[config.mk]
export PLATFORM = sky130hd
export DESIGN_NAME = bluetooth_encoder
export DESIGN_NICKNAME = d
export VERILOG_FILES = /design/src/rtl/bt_pkg.sv /design/src/rtl/bt_tx_timer.sv /design/src/rtl/bluetooth_encoder.sv
export SDC_FILE = /design/constraint.sdc
export NUM_CORES = 1
export LEC_CHECK = 0
export ABC_AREA = 1
export BUFFER_PORTS_ARGS = -buffer_cell sky130_fd_sc_hd__buf_4
export CORE_AREA = 3 3 101 103
export DETAILED_ROUTE_END_ITERATION = 12
export DIE_AREA = 0 0 104 106
export GPL_ROUTABILITY_DRIVEN = 0
export PLACE_DENSITY_LB_ADDON = 0.08
export SYNTH_ARGS = -nofsm -noshare
export SYNTH_HDL_FRONTEND = slang
export SYNTH_SLANG_ARGS = --single-unit
[constraint.sdc]
create_clock -name clk -period 2.5 [get_ports clk]
set_input_delay 0.125 -clock clk [delete_from_list [all_inputs] [get_ports clk]]
set_output_delay 0.125 -clock clk [all_outputs]
set_load 0.05 [all_outputs]
[src/rtl/bt_pkg.sv]
// rtl/bt_pkg.sv - shared framing constants, FSM states and checksum for the Bluetooth link
package bt_pkg;

    localparam logic [7:0] BT_HEADER    = 8'hA5;
    localparam logic [7:0] BT_TAIL      = 8'h5A;
    localparam int         PKT_LEN_BASE = 5;
    localparam int         PKT_LEN_CHK  = 6;

    typedef enum logic [2:0] {
        IDLE,
        LOAD,
        WAIT,
        GAP,
        FINISH
    } bt_state_e;

    // Same sum the decoder recomputes on receive: 8-bit wraparound.
    function automatic logic [7:0] bt_checksum(input logic [7:0] x,
                                               input logic [7:0] y,
                                               input logic [7:0] btn);
        return x + y + btn;
    endfunction

endpackage

[src/rtl/bt_tx_timer.sv]
// rtl/bt_tx_timer.sv - loadable down-counter; expire_o fires on the last enabled cycle
module bt_tx_timer #(
    parameter int W = 8
) (
    input  logic         clk_i,
    input  logic         rst_i,
    input  logic         load_i,
    input  logic [W-1:0] load_val_i,
    input  logic         en_i,
    output logic         expire_o
);

    logic [W-1:0] cnt_q;
    logic [W-1:0] cnt_d;

    always_comb begin
        cnt_d = cnt_q;
        if (load_i) begin
            cnt_d = load_val_i;
        end else if (en_i && (cnt_q != '0)) begin
            cnt_d = cnt_q - W'(1);
        end
    end

    always_ff @(posedge clk_i or posedge rst_i) begin
        if (rst_i) begin
            cnt_q <= '0;
        end else begin
            cnt_q <= cnt_d;
        end
    end

    // A load of N therefore expires after exactly N enabled cycles.
    assign expire_o = en_i && (cnt_q == W'(1));

endmodule

[src/rtl/bluetooth_encoder.sv]
// rtl/bluetooth_encoder.sv - frames (x, y, btn) reports into UART byte packets
// Build option BT_ENC_CHECKSUM_EN inserts an x+y+btn checksum byte before TAIL.
module bluetooth_encoder
    import bt_pkg::*;
#(
    parameter logic [7:0] HEADER     = BT_HEADER,
    parameter logic [7:0] TAIL       = BT_TAIL,
    parameter int         BYTE_GAP   = 16,
    parameter int         TX_TIMEOUT = 200000
) (
    input  logic       clk,
    input  logic       rst_p,
    input  logic       in_valid,
    output logic       in_ready,
    input  logic [7:0] x_i,
    input  logic [7:0] y_i,
    input  logic [7:0] btn_i,
    output logic       tx_start,
    output logic [7:0] tx_data,
    input  logic       tx_busy,
    input  logic       tx_done,
    output logic       busy_o,
    output logic       pkt_done_o,
    output logic       err_o
);

`ifdef BT_ENC_CHECKSUM_EN
    localparam int PKT_LEN = PKT_LEN_CHK;
`else
    localparam int PKT_LEN = PKT_LEN_BASE;
`endif
    localparam logic [2:0] LAST_IDX = 3'(PKT_LEN - 1);
    localparam int GAP_W = (BYTE_GAP > 0) ? $clog2(BYTE_GAP + 1) : 1;
    localparam int TO_W  = (TX_TIMEOUT > 0) ? $clog2(TX_TIMEOUT + 1) : 1;

    bt_state_e  state_q, state_d;
    logic [2:0] idx_q, idx_d;
    logic       tx_start_q, tx_start_d;
    logic [7:0] tx_data_q, tx_data_d;
    logic       err_q, err_d;
    logic [7:0] x_q, y_q, btn_q;
    logic [7:0] cur_byte;
    logic       accept;
    logic       gap_load, gap_expire;
    logic       to_load, to_en, to_expire;

    assign in_ready   = (state_q == IDLE);
    assign accept     = in_valid && in_ready;
    assign busy_o     = (state_q != IDLE);
    assign pkt_done_o = (state_q == FINISH);
    assign tx_start   = tx_start_q;
    assign tx_data    = tx_data_q;
    assign err_o      = err_q;

    always_comb begin
        cur_byte = 8'h00;
        case (idx_q)
            3'd0: cur_byte = HEADER;
            3'd1: cur_byte = x_q;
            3'd2: cur_byte = y_q;
            3'd3: cur_byte = btn_q;
`ifdef BT_ENC_CHECKSUM_EN
            3'd4: cur_byte = bt_checksum(x_q, y_q, btn_q);
            3'd5: cur_byte = TAIL;
`else
            3'd4: cur_byte = TAIL;
`endif
            default: cur_byte = 8'h00;
        endcase
    end

    always_comb begin
        state_d    = state_q;
        idx_d      = idx_q;
        tx_start_d = 1'b0;
        tx_data_d  = tx_data_q;
        err_d      = 1'b0;
        gap_load   = 1'b0;
        case (state_q)
            IDLE: begin
                if (accept) begin
                    state_d = LOAD;
                    idx_d   = 3'd0;
                end
            end
            LOAD: begin
                tx_data_d = cur_byte;
                if (!tx_busy) begin
                    tx_start_d = 1'b1;
                    state_d    = WAIT;
                end else if (to_expire) begin
                    err_d   = 1'b1;
                    state_d = IDLE;
                end
            end
            WAIT: begin
                // tx_done wins over a same-cycle timeout: the byte did go out.
                if (tx_done) begin
                    if (idx_q == LAST_IDX) begin
                        state_d = FINISH;
                    end else begin
                        idx_d = idx_q + 3'd1;
                        if (BYTE_GAP == 0) begin
                            state_d = LOAD;
                        end else begin
                            state_d  = GAP;
                            gap_load = 1'b1;
                        end
                    end
                end else if (to_expire) begin
                    err_d   = 1'b1;
                    state_d = IDLE;
                end
            end
            GAP: begin
                if (gap_expire) begin
                    state_d = LOAD;
                end
            end
            FINISH: begin
                state_d = IDLE;
            end
            default: begin
                state_d = IDLE;
            end
        endcase
    end

    // Timeout restarts on every byte: on entry to LOAD and again at tx_start.
    assign to_load = ((state_q == LOAD) && !tx_busy) ||
                     ((state_d == LOAD) && (state_q != LOAD));
    assign to_en   = (state_q == LOAD) || (state_q == WAIT);

    bt_tx_timer #(.W(GAP_W)) u_gap_timer (
        .clk_i      (clk),
        .rst_i      (rst_p),
        .load_i     (gap_load),
        .load_val_i (GAP_W'(BYTE_GAP)),
        .en_i       (state_q == GAP),
        .expire_o   (gap_expire)
    );

    bt_tx_timer #(.W(TO_W)) u_timeout_timer (
        .clk_i      (clk),
        .rst_i      (rst_p),
        .load_i     (to_load),
        .load_val_i (TO_W'(TX_TIMEOUT)),
        .en_i       (to_en),
        .expire_o   (to_expire)
    );

    always_ff @(posedge clk or posedge rst_p) begin
        if (rst_p) begin
            state_q    <= IDLE;
            idx_q      <= 3'd0;
            tx_start_q <= 1'b0;
            tx_data_q  <= 8'h00;
            err_q      <= 1'b0;
        end else begin
            state_q    <= state_d;
            idx_q      <= idx_d;
            tx_start_q <= tx_start_d;
            tx_data_q  <= tx_data_d;
            err_q      <= err_d;
        end
    end

    always_ff @(posedge clk or posedge rst_p) begin
        if (rst_p) begin
            x_q   <= 8'h00;
            y_q   <= 8'h00;
            btn_q <= 8'h00;
        end else if (accept) begin
            x_q   <= x_i;
            y_q   <= y_i;
            btn_q <= btn_i;
        end
    end

endmodule

==> metrics.txt <==
CTS sink cnt 63; Initial Utilization 35.1%; skew final 0.00534 ns; # placed instances 565; routed via count 2687; Root Driver clkbuf_8; Routed WL 7.37 mm; Setup violations, final 0; routed vias/inst 4.43; Ports 42; top cells by area, synth dfrtp_1 (48%), nand2_1 (15%), inv_1 (5.2%); DPL Wire Length 5.29 mm; Worst Path Required 2.73 ns; drt first pass iters 4; cell taking the most area after synthesis dfrtp_1; yosys warns 0; Die Y 106 µm; total grt overflow 0; Slew @ Worst Pin 0.734 ns; worst vdd ir 515 µV; drc violations 0; Die Area 0.0110 mm²; critical path fanouts, max 11; Syn Inst Count 398; Final Cell Area 0.00418 mm²; Layout fillers 979; Pwr Total 4840 µW; Crit Path Class reg -> reg; pin count of the biggest net entering global routing 33; H-Tree Depth 3; maxcap violations 0; clock slew at reported path FFs 0.07 ns; library cells used by synthesis 31; CTS tree done; Hold WS 0.0996 ns; first-pass GRT wire length 13.0 mm; CP Capture Type register; Syn Std Cell Area 0.00326 mm²; layout cell share with drive strength beyond 1 21.0%; setup TNS 0 ns; Global Route Usage Sum 14.5%; core box area 0.00928 mm²; Setup Buffers After CTS 0; n_diodes 0; # port buffers 41; Syn Nets 438; Placed Instance Area 0.00374 mm²; Final Hold Vio Count 0; antenna violations before repair 0; Final Max Slew Viols 0; Non-Filler Instances 606; clock latency on the worst-skew pair 0.34 ns; CTS Buf Count 9; crit-path cells inv_1 -> ha_1 -> nand2_1 -> nand2_1 -> nor2_4 -> nor2_2 -> nand2_1 -> nor2_4 -> o21ai_2 -> buf_4 -> nor2_1; unrepaired setup endpoints after global routing no; status completed; pwr dens 1160 mW/mm²; post-synthesis sequential area ratio 48.3%; most used cell, CP nand2_1; fmax 0.512 GHz; worst min-delay path class in -> reg; P_leak 0.00212 µW; Worst slew margin 51.0%; Syn Area/Cell 8.20 µm²; CP max-delay cell dfrtp_1; Seq cells post-synth 63; Avg WL per Cell 12.2 µm; CP Launch Type register; Final #Nets 512; area grow syn2layout 28.2%; Clock Path Buffers 2; Period minus WS final 1.95 ns; Antenna Violating Nets Remaining 0; vias in the first global route 2679; die width 104 µm; Final period util 78.1%; row cnt 35; 1st-iter DRT viols 88; Yosys top cell area share 48.3%; CP arrival 2.18 ns; max incr delay on CP 0.41 ns
path summary, 6_finish.rpt:
kind / cells past startpoint / endpoint / slack, ns / start
hold / removal: 2 / state_q[2] / 0.1 / tx_done
hold reg to reg: 2 / btn_q[6] / 0.47 / btn_q[6]
min in group asynchronous: 3 / tx_data[2] / 0.46 / rst_p
max in group asynchronous: 4 / err_o / 1.41 / rst_p
setup reg to reg: 11 / u_timeout_timer.cnt_q[15] / 0.55 / idx_q[0]
setup / recovery: 11 / u_timeout_timer.cnt_q[15] / 0.55 / idx_q[0]
repair_timing:
item                                   4_1_cts  5_1_grt
hold buffers                                25        0
endpoints found under the hold margin       55        0
resized for setup                            0        0
logic make-up (layout without fill, tap and decap cells):
kind of cell               count (synthesis)  count (layout)  synth area share (%)
AOI/OAI and AO/OA                         35              35                  6.52
and+or+nand+nor                          223             223                  31.6
buffers and inverters                     56             135                  6.67
adders and majority gates                 11              11                  4.22
xor gates and xnor gates                  10              10                  2.68
DFF                                       63              63                  48.3
cell type report:
class / instances / area (µm²) / area share [%]
timing repair buffer: 70 / 601 / 14.4
clock inverter: 3 / 42.5 / 1.02
sequential: 63 / 1580 / 37.7
tap: 129 / 161 / 3.86
clock buffer: 13 / 149 / 3.56
inverter: 49 / 184 / 4.40
multi-input combinational: 279 / 1470 / 35.1
critical path: cells and delay by family (launching register included):
kind,cells,cell delay [ns]
simple gates,7,0.80
flops,1,0.41
buf+inv,2,0.31
fa+ha+maj,1,0.21
compound gates,1,0.13
through the flow:
stage	setup WS [ns]	utilization, %
after CTS	0.512	45.0
after global placement	0.579	40.3
after global routing	0.339	45.0
after floorplan	0.757	-
final	0.546	45.0
after detailed placement	0.516	40.3
cells in the final DEF, fill, tap and decap left out, drive strengths merged:
cell | netlist | layout
nand2 | 138 | 138
dfrtp | 63 | 63
nor2 | 50 | 50
inv | 49 | 49
buf | 1 | 45
dlygate4sd3 | 0 | 25
nand3 | 21 | 21
o21ai | 20 | 20
clkbuf | 6 | 13
ha | 11 | 11
xor2 | 10 | 10
a221oi | 5 | 5
a21oi | 4 | 4
nor3 | 4 | 4
nand4 | 4 | 4
o22ai | 2 | 2
nor3b | 2 | 2
a31oi | 2 | 2
or2 | 2 | 2
a31o | 1 | 1
and2 | 1 | 1
o21a | 1 | 1
nor4 | 1 | 1
clkinvlp | 0 | 1
clkinv | 0 | 1
bufinv | 0 | 1
synth_stat cells:
cell      instances
nand3_1          18
xor2_1           10
nand2_1         132
inv_1            45
clkbuf_1          6
nor2_4            5
buf_6             1
nand3_4           1
a21oi_1           4
or2_0             1
nand4_1           4
a31oi_1           2
nor3b_1           2
o22ai_1           2
nand2_4           2
or2_1             1
ha_1             11
nand3_2           2
dfrtp_1          63
o21a_1            1
and2_2            1
nand2_2           4
a221oi_1          5
o21ai_0          18
nor4_1            1
a31o_2            1
inv_2             4
nor3_1            4
nor2_2           19
nor2_1           26
o21ai_2           2
power by group:
group,switching [µW],internal (µW)
combinational,1520,779
clock,397,488
sequential,245,1410
total,2170,2680
per-layer routing:
layer | vias to the layer above | share of wire [%] | GRT usage [%] | wire [µm]
li1 | 1393 | - | - | -
met1 | 1254 | 51 | 20.2 | 3760
met2 | 32 | 45 | 21.9 | 3280
met3 | 8 | 3.2 | 3.58 | 233
met4 | 0 | 1.3 | 5.13 | 93
met5 | - | 0 | 0 | 0
registers in the layout, indices dropped and copies added, names as in the netlist:
register	flops
btn_q	8
u_gap_timer.cnt_q	5
idx_q	3
tx_start	1
err_o	1
state_q	3
y_q	8
tx_data	8
x_q	8
u_timeout_timer.cnt_q	18
No activity file was read; power rests on OpenSTA's default activity.
